<file path="src/rtl/cci_mpf_svc_vtp_client_mux_if.sv">
// Signal bundle for the VTP client mux: client side, server side and drain control.
// The mux takes the slave view; the surrounding pipeline takes the master view.
interface cci_mpf_svc_vtp_client_mux_if #(
   parameter int N_CLIENTS       = 4,
   parameter int MAX_REQS        = 16,
   parameter int VA_IDX_BITS     = 36,
   parameter int PA_IDX_BITS     = 36,
   parameter int CLIENT_TAG_BITS = 4
);
   localparam int TAG_W = $clog2(MAX_REQS);
   localparam int CNT_W = $clog2(MAX_REQS + 1);

   logic [N_CLIENTS-1:0]                 c_lookupEn;
   logic [N_CLIENTS*VA_IDX_BITS-1:0]     c_lookupVA;
   logic [N_CLIENTS-1:0]                 c_lookupSpec;
   logic [N_CLIENTS*CLIENT_TAG_BITS-1:0] c_lookupTag;
   logic [N_CLIENTS-1:0]                 c_lookupRdy;
   logic [N_CLIENTS-1:0]                 c_rspValid;
   logic [PA_IDX_BITS-1:0]               c_rspPA;
   logic                                 c_rspError;
   logic                                 c_rspIsBigPage;
   logic [CLIENT_TAG_BITS-1:0]           c_rspTag;

   logic                                 s_lookupEn;
   logic [VA_IDX_BITS-1:0]               s_lookupVA;
   logic                                 s_lookupSpec;
   logic [TAG_W-1:0]                     s_lookupTag;
   logic                                 s_lookupRdy;
   logic                                 s_rspValid;
   logic [PA_IDX_BITS-1:0]               s_rspPA;
   logic                                 s_rspError;
   logic                                 s_rspIsBigPage;
   logic [TAG_W-1:0]                     s_rspTag;

   logic                                 drainReq;
   logic                                 drainDone;
   logic [CNT_W-1:0]                     numOutstanding;
   logic                                 errUnexpTag;

   modport slave (
      input  c_lookupEn, c_lookupVA, c_lookupSpec, c_lookupTag,
      output c_lookupRdy,
      output c_rspValid, c_rspPA, c_rspError, c_rspIsBigPage, c_rspTag,
      output s_lookupEn, s_lookupVA, s_lookupSpec, s_lookupTag,
      input  s_lookupRdy,
      input  s_rspValid, s_rspPA, s_rspError, s_rspIsBigPage, s_rspTag,
      input  drainReq,
      output drainDone, numOutstanding, errUnexpTag
   );

   modport master (
      output c_lookupEn, c_lookupVA, c_lookupSpec, c_lookupTag,
      input  c_lookupRdy,
      input  c_rspValid, c_rspPA, c_rspError, c_rspIsBigPage, c_rspTag,
      input  s_lookupEn, s_lookupVA, s_lookupSpec, s_lookupTag,
      output s_lookupRdy,
      output s_rspValid, s_rspPA, s_rspError, s_rspIsBigPage, s_rspTag,
      output drainReq,
      input  drainDone, numOutstanding, errUnexpTag
   );
endinterface

</file>
<file path="src/rtl/cci_mpf_svc_vtp_client_mux.sv">
// N-client round-robin front end for the shared VTP translation service.
// Allocates service tags from a free pool and routes responses back by tag.
module cci_mpf_svc_vtp_client_mux #(
   parameter int N_CLIENTS       = 4,
   parameter int MAX_REQS        = 16,
   parameter int VA_IDX_BITS     = 36,
   parameter int PA_IDX_BITS     = 36,
   parameter int CLIENT_TAG_BITS = 4
) (
   input  logic                        clk,
   input  logic                        reset,
   cci_mpf_svc_vtp_client_mux_if.slave bus
);
   localparam int TAG_W = $clog2(MAX_REQS);
   localparam int CNT_W = $clog2(MAX_REQS + 1);
   localparam int ID_W  = (N_CLIENTS > 1) ? $clog2(N_CLIENTS) : 1;

   logic [MAX_REQS-1:0]        busy_q, busy_d;
   logic [ID_W-1:0]            tid_q [MAX_REQS];
   logic [CLIENT_TAG_BITS-1:0] ttag_q [MAX_REQS];
   logic [ID_W-1:0]            rr_q, rr_d;
   logic [CNT_W-1:0]           cnt_q, cnt_d;
   logic [N_CLIENTS-1:0]       rv_q, rv_d;
   logic [PA_IDX_BITS-1:0]     pa_q, pa_d;
   logic                       er_q, er_d;
   logic                       big_q, big_d;
   logic [CLIENT_TAG_BITS-1:0] rtag_q, rtag_d;
   logic                       err_q, err_d;
   logic                       dd_q, dd_d;

   logic                       found;
   logic [ID_W-1:0]            win;
   logic [ID_W-1:0]            idx;
   logic                       any_free;
   logic [TAG_W-1:0]           alloc;
   logic                       elig;
   logic                       gnt;
   logic                       hit;
   logic                       unexp;
   logic [CLIENT_TAG_BITS-1:0] win_tag;

   // First requester at or after the RR pointer, wrapping.
   always_comb begin
      found = 1'b0;
      win   = '0;
      idx   = '0;
      for (int k = 0; k < N_CLIENTS; k++) begin
         idx = ID_W'((int'(rr_q) + k) % N_CLIENTS);
         if (!found && bus.c_lookupEn[idx]) begin
            found = 1'b1;
            win   = idx;
         end
      end
   end

   always_comb begin
      any_free = 1'b0;
      alloc    = '0;
      for (int t = MAX_REQS - 1; t >= 0; t--) begin
         if (!busy_q[t]) begin
            any_free = 1'b1;
            alloc    = TAG_W'(t);
         end
      end
   end

   assign elig    = bus.s_lookupRdy & any_free & ~bus.drainReq & ~reset;
   assign gnt     = elig & found;
   assign win_tag = bus.c_lookupTag[win*CLIENT_TAG_BITS +: CLIENT_TAG_BITS];

   assign bus.c_lookupRdy  = gnt ? (N_CLIENTS'(1) << win) : '0;
   assign bus.s_lookupEn   = gnt;
   assign bus.s_lookupVA   = bus.c_lookupVA[win*VA_IDX_BITS +: VA_IDX_BITS];
   assign bus.s_lookupSpec = bus.c_lookupSpec[win];
   assign bus.s_lookupTag  = alloc;

   assign hit   = bus.s_rspValid &  busy_q[bus.s_rspTag];
   assign unexp = bus.s_rspValid & ~busy_q[bus.s_rspTag];

   // Freed and allocated tags never collide: alloc comes from busy_q.
   always_comb begin
      busy_d = busy_q;
      if (hit) busy_d[bus.s_rspTag] = 1'b0;
      if (gnt) busy_d[alloc] = 1'b1;

      cnt_d = cnt_q;
      case ({gnt, hit})
         2'b10:   cnt_d = cnt_q + CNT_W'(1);
         2'b01:   cnt_d = cnt_q - CNT_W'(1);
         default: cnt_d = cnt_q;
      endcase

      rr_d = rr_q;
      if (gnt) begin
         rr_d = (int'(win) == N_CLIENTS - 1) ? '0 : win + ID_W'(1);
      end

      rv_d   = '0;
      pa_d   = pa_q;
      er_d   = er_q;
      big_d  = big_q;
      rtag_d = rtag_q;
      if (hit) begin
         rv_d   = N_CLIENTS'(1) << tid_q[bus.s_rspTag];
         pa_d   = bus.s_rspPA;
         er_d   = bus.s_rspError;
         big_d  = bus.s_rspIsBigPage;
         rtag_d = ttag_q[bus.s_rspTag];
      end

      err_d = err_q | unexp;
      dd_d  = bus.drainReq & (cnt_d == '0);
   end

   always_ff @(posedge clk) begin
      if (reset) begin
         busy_q <= '0;
         cnt_q  <= '0;
         rr_q   <= '0;
         rv_q   <= '0;
         pa_q   <= '0;
         er_q   <= 1'b0;
         big_q  <= 1'b0;
         rtag_q <= '0;
         err_q  <= 1'b0;
         dd_q   <= 1'b0;
      end else begin
         busy_q <= busy_d;
         cnt_q  <= cnt_d;
         rr_q   <= rr_d;
         rv_q   <= rv_d;
         pa_q   <= pa_d;
         er_q   <= er_d;
         big_q  <= big_d;
         rtag_q <= rtag_d;
         err_q  <= err_d;
         dd_q   <= dd_d;
      end
   end

   always_ff @(posedge clk) begin
      if (gnt) begin
         tid_q[alloc]  <= win;
         ttag_q[alloc] <= win_tag;
      end
   end

   always_ff @(posedge clk) begin
      if (!reset) begin
         assert (!(gnt && !hit && cnt_q == CNT_W'(MAX_REQS)));
         assert (!(hit && !gnt && cnt_q == '0));
      end
   end

   assign bus.c_rspValid     = rv_q;
   assign bus.c_rspPA        = pa_q;
   assign bus.c_rspError     = er_q;
   assign bus.c_rspIsBigPage = big_q;
   assign bus.c_rspTag       = rtag_q;
   assign bus.drainDone      = dd_q;
   assign bus.numOutstanding = cnt_q;
   assign bus.errUnexpTag    = err_q;
endmodule

</file>
<file path="src/flat_wrapper.sv">
// flat-port wrapper written by rule: the top's interface ports become plain ports
module cci_mpf_svc_vtp_client_mux_flat 
#(
   parameter int N_CLIENTS       = 4,
   parameter int MAX_REQS        = 16,
   parameter int VA_IDX_BITS     = 36,
   parameter int PA_IDX_BITS     = 36,
   parameter int CLIENT_TAG_BITS = 4
)
  (clk, reset, bus_c_lookupEn, bus_c_lookupVA, bus_c_lookupSpec, bus_c_lookupTag, bus_c_lookupRdy, bus_c_rspValid, bus_c_rspPA, bus_c_rspError, bus_c_rspIsBigPage, bus_c_rspTag, bus_s_lookupEn, bus_s_lookupVA, bus_s_lookupSpec, bus_s_lookupTag, bus_s_lookupRdy, bus_s_rspValid, bus_s_rspPA, bus_s_rspError, bus_s_rspIsBigPage, bus_s_rspTag, bus_drainReq, bus_drainDone, bus_numOutstanding, bus_errUnexpTag);
  cci_mpf_svc_vtp_client_mux_if #(.N_CLIENTS(N_CLIENTS), .MAX_REQS(MAX_REQS), .VA_IDX_BITS(VA_IDX_BITS), .PA_IDX_BITS(PA_IDX_BITS), .CLIENT_TAG_BITS(CLIENT_TAG_BITS)) bus_i ();
  input  logic clk;
  input  logic reset;
  input wire logic [$bits(bus_i.c_lookupEn)-1:0] bus_c_lookupEn;
  input wire logic [$bits(bus_i.c_lookupVA)-1:0] bus_c_lookupVA;
  input wire logic [$bits(bus_i.c_lookupSpec)-1:0] bus_c_lookupSpec;
  input wire logic [$bits(bus_i.c_lookupTag)-1:0] bus_c_lookupTag;
  output wire logic [$bits(bus_i.c_lookupRdy)-1:0] bus_c_lookupRdy;
  output wire logic [$bits(bus_i.c_rspValid)-1:0] bus_c_rspValid;
  output wire logic [$bits(bus_i.c_rspPA)-1:0] bus_c_rspPA;
  output wire logic [$bits(bus_i.c_rspError)-1:0] bus_c_rspError;
  output wire logic [$bits(bus_i.c_rspIsBigPage)-1:0] bus_c_rspIsBigPage;
  output wire logic [$bits(bus_i.c_rspTag)-1:0] bus_c_rspTag;
  output wire logic [$bits(bus_i.s_lookupEn)-1:0] bus_s_lookupEn;
  output wire logic [$bits(bus_i.s_lookupVA)-1:0] bus_s_lookupVA;
  output wire logic [$bits(bus_i.s_lookupSpec)-1:0] bus_s_lookupSpec;
  output wire logic [$bits(bus_i.s_lookupTag)-1:0] bus_s_lookupTag;
  input wire logic [$bits(bus_i.s_lookupRdy)-1:0] bus_s_lookupRdy;
  input wire logic [$bits(bus_i.s_rspValid)-1:0] bus_s_rspValid;
  input wire logic [$bits(bus_i.s_rspPA)-1:0] bus_s_rspPA;
  input wire logic [$bits(bus_i.s_rspError)-1:0] bus_s_rspError;
  input wire logic [$bits(bus_i.s_rspIsBigPage)-1:0] bus_s_rspIsBigPage;
  input wire logic [$bits(bus_i.s_rspTag)-1:0] bus_s_rspTag;
  input wire logic [$bits(bus_i.drainReq)-1:0] bus_drainReq;
  output wire logic [$bits(bus_i.drainDone)-1:0] bus_drainDone;
  output wire logic [$bits(bus_i.numOutstanding)-1:0] bus_numOutstanding;
  output wire logic [$bits(bus_i.errUnexpTag)-1:0] bus_errUnexpTag;
  assign bus_i.c_lookupEn = bus_c_lookupEn;
  assign bus_i.c_lookupVA = bus_c_lookupVA;
  assign bus_i.c_lookupSpec = bus_c_lookupSpec;
  assign bus_i.c_lookupTag = bus_c_lookupTag;
  assign bus_c_lookupRdy = bus_i.c_lookupRdy;
  assign bus_c_rspValid = bus_i.c_rspValid;
  assign bus_c_rspPA = bus_i.c_rspPA;
  assign bus_c_rspError = bus_i.c_rspError;
  assign bus_c_rspIsBigPage = bus_i.c_rspIsBigPage;
  assign bus_c_rspTag = bus_i.c_rspTag;
  assign bus_s_lookupEn = bus_i.s_lookupEn;
  assign bus_s_lookupVA = bus_i.s_lookupVA;
  assign bus_s_lookupSpec = bus_i.s_lookupSpec;
  assign bus_s_lookupTag = bus_i.s_lookupTag;
  assign bus_i.s_lookupRdy = bus_s_lookupRdy;
  assign bus_i.s_rspValid = bus_s_rspValid;
  assign bus_i.s_rspPA = bus_s_rspPA;
  assign bus_i.s_rspError = bus_s_rspError;
  assign bus_i.s_rspIsBigPage = bus_s_rspIsBigPage;
  assign bus_i.s_rspTag = bus_s_rspTag;
  assign bus_i.drainReq = bus_drainReq;
  assign bus_drainDone = bus_i.drainDone;
  assign bus_numOutstanding = bus_i.numOutstanding;
  assign bus_errUnexpTag = bus_i.errUnexpTag;
  cci_mpf_svc_vtp_client_mux #(.N_CLIENTS(N_CLIENTS), .MAX_REQS(MAX_REQS), .VA_IDX_BITS(VA_IDX_BITS), .PA_IDX_BITS(PA_IDX_BITS), .CLIENT_TAG_BITS(CLIENT_TAG_BITS)) u_core (.clk(clk), .reset(reset), .bus(bus_i));
endmodule
</file>
<file path="config.mk">
export PLATFORM = sky130hd
export DESIGN_NAME = cci_mpf_svc_vtp_client_mux_flat
export DESIGN_NICKNAME = d
export VERILOG_FILES = /design/src/rtl/cci_mpf_svc_vtp_client_mux_if.sv /design/src/rtl/cci_mpf_svc_vtp_client_mux.sv /design/src/flat_wrapper.sv
export SDC_FILE = /design/constraint.sdc
export NUM_CORES = 1
export LEC_CHECK = 0
export BUFFER_PORTS_ARGS = -buffer_cell sky130_fd_sc_hd__buf_2
export CORE_MARGIN = 1
export CORE_UTILIZATION = 53
export CTS_BUF_LIST = sky130_fd_sc_hd__clkbuf_16
export CTS_CLUSTER_DIAMETER = 60
export DETAILED_ROUTE_END_ITERATION = 7
export PLACE_DENSITY = 0.94
export SETUP_SLACK_MARGIN = 0.4
export SYNTH_ARGS = -nofsm -noshare
export SYNTH_HDL_FRONTEND = slang
export SYNTH_SLANG_ARGS = --single-unit
</file>
<file path="constraint.sdc">
create_clock -name clk -period 7.7 [get_ports clk]
set_input_delay 0.385 -clock clk [delete_from_list [all_inputs] [get_ports clk]]
set_output_delay 0.385 -clock clk [all_outputs]
set_load 0.03 [all_outputs]
</file>
# --- After elaboration in Yosys (flattened, before gate mapping) ---
# Memory sizes are Yosys's and may differ from the RTL's. A register that Yosys moved wholly into a read port is not among the register bits.
# Index checks and enable logic that the tools add are counted.
totals:
  ff_bits: 67
  ram_bits: 96
  inputBits: 215
  output_inout_bits: 99
  n_memories: 2
memory_table:
  columns: ["memory", "words", "word_bits", "rd", "rd_ports_with_merged_regs", "write_ports", "line_no", "text"]
  rows:
  - ["u_core.ttag_q", 16, 4, 1, 1, 1, "cci_mpf_svc_vtp_client_mux.sv:20", "logic [CLIENT_TAG_BITS-1:0] ttag_q [MAX_REQS];"]
  - ["u_core.tid_q", 16, 2, 1, 0, 1, "cci_mpf_svc_vtp_client_mux.sv:19", "logic [ID_W-1:0] tid_q [MAX_REQS];"]
classes:
  addsub: 6
  multipliers: 1
  n_lt_le_gt_ge: 9
  eq_ne: 3
  shift: 4
  muxes: 63
  n_bitwise: 15
  reduce_logical: 10
op_table:
  columns: ["cell", "n"]
  rows:
  - ["$shiftx 144x9->36", 1]
  - ["$mux 4", 17]
  - ["$mux 16", 2]
  - ["$mux 1", 30]
  - ["$and 16x16->16", 1]
  - ["$not 16->16", 1]
  - ["$or 16x16->16", 1]
  - ["$shiftx 16x5->4", 1]
  - ["$lt 2x3->1 const B", 5]
  - ["$bmux 1 s2", 5]
  - ["$lt 4x5->1 const B", 2]
  - ["$mux 2", 5]
  - ["$pmux 5 s2", 1]
  - ["$demux 1 s4", 2]
  - ["$ge 4x1->1 const B", 2]
  - ["$shl 1x2->4 const A", 2]
  - ["$and 1x1->1", 7]
  - ["$mul 2x4->6 const B", 1]
  - ["$add 5x1->5 const B", 1]
  - ["$logic_and 1x1->1", 5]
  - ["$logic_not 5->1", 1]
  - ["$sub 5x1->5 const B", 1]
  - ["$add 2x1->2 const B", 2]
  - ["$add 2x2->2 const B", 2]
  - ["7 further kinds", 13]

# --- Longest topological paths before layout ---
depth:
  depth_word: 24
  depth_mapped: 18

# --- Least setup slack after synthesis ---
# No wires, ideal clock.
synth_timing:
  path_kind: "input port to flip-flop"
  start: "input reset"
  end: "register u_core.dd_q (netlist: u_core.bus.drainDone)"
  setup_ps: 96
  arrival_ps: 3584
  t_required_ps: 7604
  slack_ps: 4020
  path_stages: 15
  path_cell_list: "clkbuf_1 nor2_1 nand3_1 a31oi_1 inv_1 ha_1 clkbuf_1 xor2_1 ha_1 o21a_1 o21ai_0 nand3b_1 a21oi_1 xnor2_1 nor4b_1"
synth_via:
  elab_chain_cells: 7
  elab_cells_between_ends: 8
  cone_classes: "eq/ne: 2; mux: 1; bitwise: 4; reduce/logical: 1"
synth_lines:
  columns: ["item", "line_no", "text"]
  rows:
  - ["from (decl)", "flat_wrapper.sv:13", "input logic reset;"]
  - ["$not 1->1 (*)", "cci_mpf_svc_vtp_client_mux.sv:67", "assign elig = bus.s_lookupRdy & any_free & ~bus.drainReq & ~reset;"]
  - ["$and 1x1->1 (*)", "cci_mpf_svc_vtp_client_mux.sv:67", null]
  - ["$and 1x1->1 (*)", "cci_mpf_svc_vtp_client_mux.sv:68", "assign gnt = elig & found;"]
  - ["named net bus_s_lookupEn", "flat_wrapper.sv:24", "output wire logic [$bits(bus_i.s_lookupEn)-1:0] bus_s_lookupEn;"]
  - ["$eq 2x1->1 or $eq 2x2->1 (tied branches)", "cci_mpf_svc_vtp_client_mux.sv:87", "case ({gnt, hit})"]
  - ["$pmux 5 s2 (*)", "cci_mpf_svc_vtp_client_mux.sv:87", null]
  - ["$logic_not 5->1 (*)", "cci_mpf_svc_vtp_client_mux.sv:112", "dd_d = bus.drainReq & (cnt_d == '0);"]
  - ["$and 1x1->1 (*)", "cci_mpf_svc_vtp_client_mux.sv:112", null]
  - ["to (signal assigned)", "cci_mpf_svc_vtp_client_mux.sv:126", "dd_q <= 1'b0;"]
  - ["to (signal assigned)", "cci_mpf_svc_vtp_client_mux.sv:137", "dd_q <= dd_d;"]
  - ["to (decl)", "cci_mpf_svc_vtp_client_mux.sv:29", "logic dd_q, dd_d;"]
# Mark *: on every way through the listed nets, which the timed path passes. The rest lies on a longest branch.
# A chain may end at the register's enable or synchronous reset.

# --- Worst setup path in the final report ---
layout_timing:
  start: "input bus_s_rspTag[1]"
  end: "register u_core.dd_q (netlist: u_core.bus.drainDone)"
layout_via:
  elab_chain_cells: 7
  elab_cells_between_ends: 8
  cone_classes: "eq/ne: 2; mux: 3; bitwise: 2; reduce/logical: 1"
layout_lines:
  columns: ["item", "line_no", "text"]
  rows:
  - ["from (decl)", "flat_wrapper.sv:33", "input wire logic [$bits(bus_i.s_rspTag)-1:0] bus_s_rspTag;"]
  - ["$bmux 1 s4 (*)", "cci_mpf_svc_vtp_client_mux.sv:77", "assign hit = bus.s_rspValid & busy_q[bus.s_rspTag];"]
  - ["$mux 1 (not written as such) (*)", "cci_mpf_svc_vtp_client_mux.sv:77", null]
  - ["$and 1x1->1 (*)", "cci_mpf_svc_vtp_client_mux.sv:77", null]
  - ["$eq 2x1->1 or $eq 2x2->1 (tied branches)", "cci_mpf_svc_vtp_client_mux.sv:87", null]
  - ["$pmux 5 s2 (*)", "cci_mpf_svc_vtp_client_mux.sv:87", null]
  - ["$logic_not 5->1 (*)", "cci_mpf_svc_vtp_client_mux.sv:112", null]
  - ["$and 1x1->1 (*)", "cci_mpf_svc_vtp_client_mux.sv:112", null]
# Every way passes the cells marked *; elsewhere a longest branch is shown, timed or not. The select of a mux whose other input is x is not followed.

==> tab_implementation.tex <==
\begin{tabular}{lr}
\hline
Metric & Value \\
\hline
\multicolumn{2}{l}{\textbf{Worst setup path}} \\
Launch instance of the worst register-to-register path & u\_core.busy\_q[3] \\
Arrival time at the worst endpoint & 5.47 ns \\
Critical path launch point type & input port \\
Reg-to-reg critical path endpoint & u\_core.bus.drainDone \\
Kind of end point of the critical path & flip-flop \\
Number of cells on the worst reg-to-reg path & 14 \\
Worst Path Required & 8.00 ns \\
Worst reg2reg setup slack & 2.86 ns \\
Worst-path fanout max & 52 \\
Type of the worst setup path & input port to flip-flop \\
\multicolumn{2}{l}{\textbf{Yosys}} \\
Average instance area after synthesis & 9.771 µm² \\
Cell area after synthesis & 0.008139 mm² \\
Ranking of synthesized cells by area & sky130\_fd\_sc\_hd\_\_edfxtp\_1 35\%, sky130\_fd\_sc\_hd\_\_dfxtp\_1 17\%, sky130\_fd\_sc\_hd\_\_nand2\_1 12\% \\
Post-Syn Nets & 1056 \\
Area share of the largest cell type after synthesis & 35.42\% \\
Count of distinct cell types in the synthesized netlist & 54 \\
Number of register bits inferred by synthesis & 167 \\
Async set-reset flop share out of synthesis & 0\% \\
Part of the Yosys area used for sequential elements & 52.88\% \\
Most used DFF post-synth & sky130\_fd\_sc\_hd\_\_edfxtp\_1 \\
Cell accounting for the most synthesized area & sky130\_fd\_sc\_hd\_\_edfxtp\_1 \\
Synthesized instance count & 833 \\
Count of yosys warnings during synthesis & 0 \\
Number of enable-type register cells in the synthesized netlist & 96 \\
\multicolumn{2}{l}{\textbf{Cells and area}} \\
Final standard cell area without fillers & 0.01032 mm² \\
Commonest non-fill, non-tap cells in the layout & 313 x sky130\_fd\_sc\_hd\_\_buf\_2, 270 x sky130\_fd\_sc\_hd\_\_nand2\_1, 96 x sky130\_fd\_sc\_hd\_\_edfxtp\_1 \\
Antenna cell count & 0 \\
Final layout net count & 1343 \\
Fin cells & 1317 \\
Layout cell share with drive strength beyond 1 & 34.86\% \\
Commonest non-fill, non-tap cell in the layout & sky130\_fd\_sc\_hd\_\_buf\_2 \\
Synthesis-to-finish area growth & 26.75\% \\
Filler cell count in the final layout & 1096 \\
\multicolumn{2}{l}{\textbf{Min path}} \\
Start point of the worst hold path & bus\_s\_rspPA[17] \\
Hold-critical path endpoint & u\_core.bus.c\_rspPA[17] \\
Number of cells on the worst hold path & 3 \\
Hold crit path type & input port to flip-flop \\
\multicolumn{2}{l}{\textbf{Route}} \\
Routed via count & 7676 \\
Wirelength per Cell & 18.64 µm \\
Vias per Instance & 5.828 \\
Routed wire length & 24550 µm \\
Antenna viol nets, final & 0 \\
1st-iter DRT viols & 800 \\
DRC & 0 \\
Number of iterations in the first detailed-routing pass & 7 \\
\multicolumn{2}{l}{\textbf{STA}} \\
Setup slack after layout & 2.525 ns \\
Maximum clock frequency & 0.1932 GHz \\
Relative slew slack & 28.51\% \\
Finish-stage setup viols & 0 \\
Post-route clock skew & 0.01212 ns \\
Post-Route Setup TNS & 0 ns \\
RSZ-0062 raised after global routing & no \\
Final hold vios & 0 \\
Fraction of the cycle the final worst path needs & 67.21\% \\
Time the worst path needs with I/O delays and setup & 5.175 ns \\
Worst Tran Pin Value & 1.064 ns \\
Final slew viol count & 0 \\
\multicolumn{2}{l}{\textbf{Clocking}} \\
Root buffer cell & sky130\_fd\_sc\_hd\_\_clkbuf\_16 \\
\# hold bufs at CTS & 0 \\
Number of buffers created by CTS & 17 \\
Number of setup buffers added after CTS & 0 \\
CTS sink count & 167 \\
Post\_cts resized & 0 \\
CTS H-tree lvls & 4 \\
Number of buffers on the longest clock path & 2 \\
Clock latency on the worst-skew pair & 0.43 ns \\
Clock transition at the registers of the reported paths & 0.07 ns \\
CTS tree & built \\
\multicolumn{2}{l}{\textbf{Global route}} \\
Maximum number of pins on one net before global-route repair & 90 \\
Number of global-route vias before repair & 7207 \\
Wire length of the first global-routing pass & 37670 µm \\
Number of antenna violations at the first check in global routing & 2 \\
Total global-route track usage & 30.82\% \\
GRT Residual Overflow & 0 \\
\multicolumn{2}{l}{\textbf{Floorplan}} \\
Initial core utilization & 55.16\% \\
Die Wd & 125.9 µm \\
Cell Rows & 44 \\
Area enclosed by the die boundary & 0.01586 mm² \\
Die Y & 125.9 µm \\
Core outline area & 0.01475 mm² \\
\# IOs & 314 \\
\multicolumn{2}{l}{\textbf{Power}} \\
Portion of total power attributed to combinational logic & 18.6\% \\
Total Power Consumption & 2162 µW \\
Internal power & 1539 µW \\
Peak VDD IR & 0.0001388 V \\
Power spent charging and discharging nets & 623.3 µW \\
Leakage power summed over all cells & 0.004464 µW \\
Relative contribution of the clock network to total power & 36.3\% \\
Sequential share of power & 45.1\% \\
Net Sw Frac & 28.82\% \\
PwrDens & 209.6 mW/mm² \\
\multicolumn{2}{l}{\textbf{Place}} \\
Worst-case setup slack after placement & 2.396 ns \\
DP Area & 0.009759 mm² \\
Detailed placement HPWL & 17570 µm \\
PortBufs & 313 \\
GPL Wtd Cong & 0.9018 \\
Placed cell count & 1285 \\
\multicolumn{2}{l}{\textbf{Outcome}} \\
Outcome & finished clean \\
\multicolumn{2}{l}{\textbf{Job}} \\
Max cap viols & 0 \\
\hline
\end{tabular}
-- cells in the mapped netlist, types with 3 or more instances --
library cell                 n
sky130_fd_sc_hd__buf_6       3
sky130_fd_sc_hd__nor3_1      3
sky130_fd_sc_hd__or3_1       3
sky130_fd_sc_hd__mux2i_1     3
sky130_fd_sc_hd__o21a_1      4
sky130_fd_sc_hd__dfxtp_1    71
sky130_fd_sc_hd__nand2b_1   11
sky130_fd_sc_hd__clkbuf_1   30
sky130_fd_sc_hd__nand4_1     6
sky130_fd_sc_hd__nand2_1   270
sky130_fd_sc_hd__mux4_2     28
sky130_fd_sc_hd__o311ai_1    5
sky130_fd_sc_hd__buf_2      15
sky130_fd_sc_hd__a31oi_1    46
sky130_fd_sc_hd__inv_1      13
sky130_fd_sc_hd__edfxtp_1   96
sky130_fd_sc_hd__and2_1      6
sky130_fd_sc_hd__o311ai_0    3
sky130_fd_sc_hd__buf_4       5
sky130_fd_sc_hd__a22oi_1     9
sky130_fd_sc_hd__nor2b_1     4
sky130_fd_sc_hd__ha_1        8
sky130_fd_sc_hd__nand3_1     7
sky130_fd_sc_hd__and3_1     42
sky130_fd_sc_hd__xor2_1      4
sky130_fd_sc_hd__nor2_1     34
sky130_fd_sc_hd__o21ai_0    13
sky130_fd_sc_hd__o22ai_1     3
sky130_fd_sc_hd__a21oi_1    54
-- worst max path at each step --
stage,start,endpoint,slack (ns),depth (start not counted)
after global routing,bus_s_rspTag[1],u_core.bus.drainDone,2.21,15
final,bus_s_rspTag[1],u_core.bus.drainDone,2.52,15
after global placement,bus_s_rspTag[1],u_core.bus.drainDone,2.53,15
after detailed placement,bus_s_rspTag[1],u_core.bus.drainDone,2.40,15
after floorplan,reset,u_core.bus.drainDone,4.02,15
after CTS,bus_s_rspTag[1],u_core.bus.drainDone,2.61,15
-- state kept, by name, summed over array words and instances (netlist names) --
| signal | count |
|---|---|
| u_core.ttag_q | 64 |
| u_core.bus.c_rspPA | 36 |
| u_core.tid_q | 32 |
| u_core.busy_q | 16 |
| u_core.bus.numOutstanding | 5 |
| u_core.bus.c_rspTag | 4 |
| u_core.bus.c_rspValid | 4 |
| u_core.rr_q | 2 |
| u_core.bus.c_rspError | 1 |
| u_core.bus.c_rspIsBigPage | 1 |
| u_core.bus.drainDone | 1 |
| u_core.bus.errUnexpTag | 1 |
-- kinds of logic after synthesis --
logic type | count (synthesis) | synth area share [%]
xor gates and xnor gates | 6 | 0.6457
muxes | 33 | 8.578
adders and majority gates | 8 | 1.230
and+or+nand+nor | 397 | 21.31
buffers and inverters | 70 | 3.966
AOI/OAI and AO/OA | 152 | 11.39
DFF | 167 | 52.88
-- layer usage --
| layer | vias up | routed length [µm] | GRT usage (%) |
|---|---|---|---|
| met1 | 3654 | 9526 | 38.60 |
| met5 | - | 0 | 0 |
| met3 | 57 | 2168 | 7.349 |
| met2 | 416 | 12260 | 52.62 |
| li1 | 3549 | - | - |
| met4 | 0 | 595 | 10.06 |
-- area by class of cell --
| type | instances | area, µm² | share of cell area [%] |
|---|---|---|---|
| sequential | 167 | 4304 | 41.72 |
| multi-input combinational | 596 | 3533 | 34.25 |
| timing repair buffer | 323 | 1642 | 15.91 |
| clock buffer | 18 | 450.4 | 4.366 |
| tap | 184 | 230.2 | 2.232 |
| clock inverter | 14 | 100.1 | 0.9703 |
| inverter | 15 | 56.30 | 0.5458 |
-- per-stage QoR --
| stage | util, % | hold slack (ns) |
|---|---|---|
| 6_report | 69.92 | 0.1943 |
| 5_1_grt | 69.92 | 0.1975 |
| 4_1_cts | 69.88 | 0.1884 |
| 3_5_place_dp | 66.15 | 0.4448 |
| 3_3_place_gp | 66.15 | 0.4387 |
| 2_1_floorplan | - | 0.4818 |
-- power groups by stage --
stage               combinational [µW]  clock (µW)  sequential (µW)
finish                             403         785              974
global route                       432         828              975
CTS                                400         788              974
detailed placement                 397           0              994
global placement                   391           0              993
floorplan                          232           0             1010
-- critical path, cell delays in order --
cell,delay [ns]
sky130_fd_sc_hd__buf_2,0.61
sky130_fd_sc_hd__mux4_1,0.64
sky130_fd_sc_hd__o22ai_1,0.25
sky130_fd_sc_hd__o211ai_2,0.12
sky130_fd_sc_hd__nand2_2,0.72
sky130_fd_sc_hd__inv_2,0.57
sky130_fd_sc_hd__ha_1,0.49
sky130_fd_sc_hd__xor2_1,0.22
sky130_fd_sc_hd__ha_1,0.25
sky130_fd_sc_hd__a21oi_1,0.18
sky130_fd_sc_hd__xor2_1,0.21
sky130_fd_sc_hd__nor2_1,0.07
sky130_fd_sc_hd__xnor2_1,0.19
sky130_fd_sc_hd__nand4_1,0.14
sky130_fd_sc_hd__nor4b_1,0.36
Power figures use the tool's default switching activity.
